**src/rtl/eth_cmd_pkg.sv**
```systemverilog
// eth_cmd_pkg: shared constants, FSM state encoding and checksum helper
// for the framed command decoder (optional feature: ETH_CMD_CHECKSUM_EN).
package eth_cmd_pkg;

    localparam logic [7:0] DEF_HDR0 = 8'h55;
    localparam logic [7:0] DEF_HDR1 = 8'hA5;
    localparam logic [7:0] DEF_TAIL = 8'hF0;
    localparam int unsigned DEF_TIMEOUT_CYC = 50000;

`ifdef ETH_CMD_CHECKSUM_EN
    localparam int unsigned FRAME_LEN = 9;
`else
    localparam int unsigned FRAME_LEN = 8;
`endif

    typedef enum logic [2:0] {
        S_IDLE = 3'd0,
        S_HDR1 = 3'd1,
        S_ADDR = 3'd2,
        S_DATA = 3'd3,
`ifdef ETH_CMD_CHECKSUM_EN
        S_CSUM = 3'd4,
`endif
        S_TAIL = 3'd5
    } state_e;

    // 8-bit wrap-around sum of the address and the four data bytes.
    function automatic logic [7:0] csum8(input logic [7:0]  a,
                                         input logic [31:0] d);
        return a + d[31:24] + d[23:16] + d[15:8] + d[7:0];
    endfunction

endpackage

```
**src/rtl/frame_timeout_cnt.sv**
```systemverilog
// frame_timeout_cnt: idle-cycle watchdog. Ports: clk, reset_n (async low),
// clr_i (restart), en_i (count enable), expire_o (pulse when limit reached).
module frame_timeout_cnt #(
    parameter int unsigned TIMEOUT_CYC = 50000
) (
    input  logic clk,
    input  logic reset_n,
    input  logic clr_i,
    input  logic en_i,
    output logic expire_o
);

    localparam int W = ($clog2(TIMEOUT_CYC) > 16) ?
                       $clog2(TIMEOUT_CYC) : 16;

    logic [W-1:0] cnt_q, cnt_d;

    // cnt_q holds idle cycles already elapsed before this one, so the
    // limit is hit on the TIMEOUT_CYC-th idle cycle; a clear wins.
    assign expire_o = en_i & ~clr_i &
                      (cnt_q == W'(TIMEOUT_CYC - 1));

    always_comb begin
        cnt_d = cnt_q + W'(1);
        if (clr_i || !en_i || expire_o) begin
            cnt_d = '0;
        end
    end

    always_ff @(posedge clk or negedge reset_n) begin
        if (!reset_n) begin
            cnt_q <= '0;
        end else begin
            cnt_q <= cnt_d;
        end
    end

endmodule

```
**src/rtl/eth_frame_cmd_decoder.sv**
```systemverilog
// eth_frame_cmd_decoder: pulls bytes from the rx FIFO, decodes
// HDR0 HDR1 ADDR D3..D0 [CSUM] TAIL frames into cmd_addr/cmd_data with a
// cmdvalid pulse; bad or stalled frames pulse frame_err and bump err_cnt.
// Ports: clk, reset_n, rx_empty, fifo_rd_req, fifodout, cmdvalid,
// cmd_addr, cmd_data, frame_err, err_cnt. Option: ETH_CMD_CHECKSUM_EN.
module eth_frame_cmd_decoder
    import eth_cmd_pkg::*;
#(
    parameter logic [7:0]  HDR0        = DEF_HDR0,
    parameter logic [7:0]  HDR1        = DEF_HDR1,
    parameter logic [7:0]  TAIL        = DEF_TAIL,
    parameter int unsigned TIMEOUT_CYC = DEF_TIMEOUT_CYC
) (
    input  logic        clk,
    input  logic        reset_n,
    input  logic        rx_empty,
    output logic        fifo_rd_req,
    input  logic [7:0]  fifodout,
    output logic        cmdvalid,
    output logic [7:0]  cmd_addr,
    output logic [31:0] cmd_data,
    output logic        frame_err,
    output logic [15:0] err_cnt
);

    state_e      state_q, state_d;
    logic        byte_vld_q;
    logic [1:0]  cnt_q, cnt_d;
    logic [7:0]  addr_sh_q, addr_sh_d;
    logic [31:0] data_sh_q, data_sh_d;
    logic [7:0]  cmd_addr_q, cmd_addr_d;
    logic [31:0] cmd_data_q, cmd_data_d;
    logic        cmdvalid_q, cmdvalid_d;
    logic        frame_err_q, frame_err_d;
    logic [15:0] err_cnt_q, err_cnt_d;
    logic        tmo_expire;
    logic        drop;
    logic        tail_ok;
`ifdef ETH_CMD_CHECKSUM_EN
    logic        fault_q, fault_d;
`endif

    assign fifo_rd_req = ~rx_empty & reset_n;

    frame_timeout_cnt #(
        .TIMEOUT_CYC (TIMEOUT_CYC)
    ) u_tmo (
        .clk      (clk),
        .reset_n  (reset_n),
        .clr_i    (byte_vld_q),
        .en_i     (state_q != S_IDLE),
        .expire_o (tmo_expire)
    );

    always_comb begin
        state_d     = state_q;
        cnt_d       = cnt_q;
        addr_sh_d   = addr_sh_q;
        data_sh_d   = data_sh_q;
        cmd_addr_d  = cmd_addr_q;
        cmd_data_d  = cmd_data_q;
        cmdvalid_d  = 1'b0;
        frame_err_d = 1'b0;
        err_cnt_d   = err_cnt_q;
        drop        = 1'b0;
        tail_ok     = 1'b0;
`ifdef ETH_CMD_CHECKSUM_EN
        fault_d     = fault_q;
`endif
        if (byte_vld_q) begin
            unique case (state_q)
                S_IDLE: begin
                    if (fifodout == HDR0) state_d = S_HDR1;
                end
                S_HDR1: begin
                    if (fifodout == HDR1) begin
                        state_d = S_ADDR;
                    end else if (fifodout != HDR0) begin
                        state_d = S_IDLE;
                    end
                end
                S_ADDR: begin
                    addr_sh_d = fifodout;
                    cnt_d     = 2'd0;
                    state_d   = S_DATA;
`ifdef ETH_CMD_CHECKSUM_EN
                    fault_d   = 1'b0;
`endif
                end
                S_DATA: begin
                    data_sh_d = {data_sh_q[23:0], fifodout};
                    cnt_d     = cnt_q + 2'd1;
                    if (cnt_q == 2'd3) begin
`ifdef ETH_CMD_CHECKSUM_EN
                        state_d = S_CSUM;
`else
                        state_d = S_TAIL;
`endif
                    end
                end
`ifdef ETH_CMD_CHECKSUM_EN
                S_CSUM: begin
                    fault_d = (fifodout != csum8(addr_sh_q, data_sh_q));
                    state_d = S_TAIL;
                end
`endif
                S_TAIL: begin
                    tail_ok = (fifodout == TAIL);
`ifdef ETH_CMD_CHECKSUM_EN
                    tail_ok = tail_ok & ~fault_q;
`endif
                    if (tail_ok) begin
                        cmd_addr_d = addr_sh_q;
                        cmd_data_d = data_sh_q;
                        cmdvalid_d = 1'b1;
                    end else begin
                        drop = 1'b1;
                    end
                    state_d = S_IDLE;
                end
                default: state_d = S_IDLE;
            endcase
        end else if (tmo_expire) begin
            drop      = 1'b1;
            state_d   = S_IDLE;
            addr_sh_d = '0;
            data_sh_d = '0;
        end
        if (drop) begin
            frame_err_d = 1'b1;
            if (err_cnt_q != 16'hFFFF) err_cnt_d = err_cnt_q + 16'd1;
        end
    end

    always_ff @(posedge clk or negedge reset_n) begin
        if (!reset_n) begin
            state_q     <= S_IDLE;
            byte_vld_q  <= 1'b0;
            cnt_q       <= '0;
            addr_sh_q   <= '0;
            data_sh_q   <= '0;
            cmd_addr_q  <= '0;
            cmd_data_q  <= '0;
            cmdvalid_q  <= 1'b0;
            frame_err_q <= 1'b0;
            err_cnt_q   <= '0;
`ifdef ETH_CMD_CHECKSUM_EN
            fault_q     <= 1'b0;
`endif
        end else begin
            state_q     <= state_d;
            byte_vld_q  <= fifo_rd_req;
            cnt_q       <= cnt_d;
            addr_sh_q   <= addr_sh_d;
            data_sh_q   <= data_sh_d;
            cmd_addr_q  <= cmd_addr_d;
            cmd_data_q  <= cmd_data_d;
            cmdvalid_q  <= cmdvalid_d;
            frame_err_q <= frame_err_d;
            err_cnt_q   <= err_cnt_d;
`ifdef ETH_CMD_CHECKSUM_EN
            fault_q     <= fault_d;
`endif
        end
    end

    assign cmdvalid  = cmdvalid_q;
    assign frame_err = frame_err_q;
    assign cmd_addr  = cmd_addr_q;
    assign cmd_data  = cmd_data_q;
    assign err_cnt   = err_cnt_q;

endmodule

```
**config.mk**
```make
export PLATFORM = sky130hd
export DESIGN_NAME = eth_frame_cmd_decoder
export DESIGN_NICKNAME = d
export VERILOG_FILES = /design/src/rtl/eth_cmd_pkg.sv /design/src/rtl/frame_timeout_cnt.sv /design/src/rtl/eth_frame_cmd_decoder.sv
export SDC_FILE = /design/constraint.sdc
export NUM_CORES = 1
export LEC_CHECK = 0
export BUFFER_PORTS_ARGS = -buffer_cell sky130_fd_sc_hd__buf_2
export CAP_MARGIN = 10
export CORE_ASPECT_RATIO = 0.5
export CORE_UTILIZATION = 57
export DETAILED_ROUTE_END_ITERATION = 8
export PLACE_DENSITY = 0.76
export SYNTH_ARGS = -nofsm -noshare
export SYNTH_HDL_FRONTEND = slang
export SYNTH_HIERARCHICAL = 1
export SYNTH_SLANG_ARGS = --single-unit
```
**constraint.sdc**
```tcl
create_clock -name clk -period 2.6 [get_ports clk]
set_input_delay 0 -clock clk [delete_from_list [all_inputs] [get_ports clk]]
set_output_delay 0 -clock clk [all_outputs]
set_load 0.01 [all_outputs]
```
==> summary.md <==
| Metric | Value |
|---|---|
| Starting Density | `0.588` |
| Multiplexer share of the synthesized area | `0.0901` |
| Pre-CTS setup slack | `roughly 0.27 ns` |
| Clock transition at the registers of the reported paths | `roughly 0.050 ns` |
| Slew headroom | `0.644` |
| Final GP Congestion | `between 0.8 and 0.9` |
| Largest net degree at the start of global routing | `just over 60` |
| Largest family of logic cells by synthesized area | `simple AND/OR/NAND/NOR gates` |
| Pwr dens | `around 720 nW/um2` |
| GRT overflow | `0` |
| EDFF count, synth | `0` |
| Worst Setup End Kind | `register` |
| GRT Total Usage | `0.260` |
| Drt total wl | `between 10,000 and 15,000 um` |
| Clock sink count | `120` |
| Fmax | `0.421 GHz` |
| Hold WC Path Type | `input port to asynchronous set/reset pin` |
| Outcome | `finished clean` |
| Nets | `~550` |
| Unrepaired setup endpoints after global routing | `no` |
| WL met2 | `around 5000 um` |
| Final core occ | `0.717` |
| # IOs | `70` |
| Vias in the first global route | `between 3,000 and 4,000` |
| Die Footprint | `around 9400 um2` |
| Skew final | `roughly 0.0063 ns` |
| Metal3 WL | `roughly 570 um` |
| Post-route DRC violation count | `0` |
| Ys flop type | `dfrtp_1` |
| Top routing layer used | `met4` |
| Mean post-synth cell area | `roughly 11 um2` |
| CTS tree | `built` |
| Worst-skew pair later-pin latency | `~0.41 ns` |
| Dpl hpwl | `slightly below 7000 um` |
| Setup slack, reg-to-reg | `between 0.2 and 0.25 ns` |
| Routed wire length per instance | `roughly 16 um` |
| Share of layout cells above drive strength 1 | `0.304` |
| Max VDD drop | `~0.00056 V` |
| Initial antenna violation count | `0` |
| Met1 WL | `~5000 um` |
| Final ANT Viol Nets | `0` |
| # port buffers | `just under 70` |
| Drt initial violations | `between 200 and 300` |
| Die span in y | `a little under 70 um` |
| Fin. Hold Viols | `0` |
| Tot Pwr | `~4.5 mW` |
| Root Driver | `clkbuf_16` |
| DR vias/cell | `5.69` |
| Compound-Gate Fraction of Synth Area | `0.0220` |
| Final hold slack | `around 0.12 ns` |
| Max Cap Viol | `0` |
| Worst-margin pin slew | `between 0.5 and 0.6 ns` |
| CP Max Fanout | `15` |
| Final WS setup | `between 0.2 and 0.25 ns` |
| Synth Area in Simple Gates | `0.217` |
| Flops & latches, synth | `120` |
| H-tree Lvls | `4` |
| Synthesized net count | `468` |
| Critical path class | `register to register` |
| Post-Synthesis Cell Area | `about 5100 um2` |
| Post-Synth XOR/XNOR Area | `0.0479` |
| Setup Viol. Count Final | `0` |
| Dpl cells | `approximately 630` |
| Count of cell types in the netlist | `43` |
| Yosys warnings | `6` |
| Startpoint Class | `register` |
| DR pass1 iterations | `5` |
| Post-Route Setup TNS | `0 ns` |
| Critical path required time | `2.89 ns` |
| Fin cells | `between 600 and 700` |
| Register area share after synthesis | `0.586` |
| Worst EP arrival | `approximately 2.7 ns` |
| Area post-placement | `5580 um2` |
| Pins Over Slew Limit | `0` |
| Final instance area | `approximately 6200 um2` |
| Vias post-DR | `3,793` |
| Tmin final | `between 2 and 2.5 ns` |
| Core area | `8710 um2` |
| Fin crit share | `0.914` |
| Antenna cells | `0` |
| First-pass GRT wire length | `18,400 um` |
| Area delta synth->final | `21.9%` |
| Synth Area in Adders | `0.00733` |
| Clock Tree Buf Depth | `2` |
| Ys async rst share | `1.00` |
| Cts repair resizes | `0` |
| Die W | `~140 um` |
| Cts bufs inserted | `17` |
| Floorplan row count | `24` |
| Synth Instances | `between 400 and 500` |
| Leak | `roughly 3.2 nW` |
## power by group
| group | total (mW) | switching (mW) | internal (mW) | leakage [nW] |
|---|---|---|---|---|
| logic | 0.194 | 0.114 | 0.0801 | 1.30 |
| clock network | 2.22 | 0.780 | 1.44 | 0.278 |
| registers | 2.09 | 0.0947 | 1.99 | 1.61 |
## registers in the layout (all words and copies together) (netlist names)
register / cells
cmd_data: 32
data_sh_q: 32
err_cnt: 16
u_tmo/cnt_q: 16
addr_sh_q: 8
cmd_addr: 8
state_q: 3
cnt_q: 2
byte_vld_q: 1
cmdvalid: 1
frame_err: 1
## critical path, cell delays in order (launching register included)
cell and delay (ns):
dfrtp_1 0.43, ha_1 0.29, and3_2 0.25, nand4_2 0.12, nor3b_1 0.34, nand2b_2 0.14
a21oi_2 0.13, buf_4 0.21, mux2_2 0.35
## layout make-up
cell class	count	area, um2
Clock buffer	21	460
Tap cell	117	146
Timing Repair Buffer	89	536
Clock inverter	9	101
Fill cell	597	2460
Sequential cell	120	3000
Multi-Input combinational cell	304	1970
Inverter	7	26.3
## path summary, 6_finish.rpt
path | start | depth (start not counted) | end
max | u_tmo/cnt_q[0]$_DFF_PN0_ | 8 | err_cnt[1]$_DFFE_PN0P_
min | reset_n | 2 | cmd_data[26]$_DFFE_PN0P_
max reg2reg | u_tmo/cnt_q[0]$_DFF_PN0_ | 8 | err_cnt[1]$_DFFE_PN0P_
min reg2reg | data_sh_q[15]$_DFFE_PN0P_ | 2 | data_sh_q[23]$_DFFE_PN0P_
max in group asynchronous | reset_n | 3 | addr_sh_q[5]$_DFFE_PN0P_
min in group clk | rx_empty | 3 | byte_vld_q$_DFF_PN0_
## layout by cell type (no fill, tap or decap), drive strengths merged, types with 2 or more instances in the layout
cell,Yosys,final
a21oi,2,2
nand2,99,99
clkbuf,9,21
buf,14,79
bufinv,0,2
nor3,6,6
o21ai,12,12
nor4,8,8
mux2,41,41
nor2,26,26
xor2,3,3
dlygate4sd3,0,10
nor2b,2,2
xnor2,25,25
nand3,43,43
nand2b,2,2
inv,7,7
and3,3,3
clkinv,0,6
dfrtp,120,120
ha,3,3
nand4,16,16
## synth_stat cells, types with 2 or more instances
library cell | number | area share
nand2b_1 | 2 | 0.0024
nand4_4 | 2 | 0.0083
nand3_1 | 41 | 0.040
xor2_1 | 3 | 0.0051
nor3_1 | 6 | 0.0059
buf_6 | 4 | 0.0088
buf_1 | 3 | 0.0022
nand4_1 | 13 | 0.016
xnor2_1 | 25 | 0.043
mux2_2 | 41 | 0.090
and3_1 | 2 | 0.0024
inv_1 | 7 | 0.0051
nand2_1 | 99 | 0.073
nor2_2 | 2 | 0.0024
nand3_4 | 2 | 0.0068
ha_1 | 3 | 0.0073
dfrtp_1 | 120 | 0.59
o21ai_0 | 12 | 0.012
nor2_1 | 24 | 0.018
clkbuf_1 | 8 | 0.0059
nor2b_1 | 2 | 0.0024
buf_2 | 7 | 0.0068
nor4_2 | 3 | 0.0073
nor4_1 | 4 | 0.0049
## repair_timing
item | in CTS | in global routing
setup buffers | 0 | 0
hold endpoints to repair | 58 | 0
hold buffers | 10 | 0
## logic make-up (layout without fill, tap and decap cells)
group / after synthesis / after routing
muxes: 41 / 41
AOI/OAI and AO/OA: 18 / 18
and+or+nand+nor: 214 / 214
adders and majority gates: 3 / 3
buffers and inverters: 30 / 126
xor gates and xnor gates: 28 / 28
DFF: 120 / 120
## routing by layer
metal	vias to the layer above	track usage
li1	1719	-
met1	1928	0.361
met2	131	0.375
met3	15	0.0920
met4	0	0.100
met5	-	0
(Power assumes the default switching activity.)
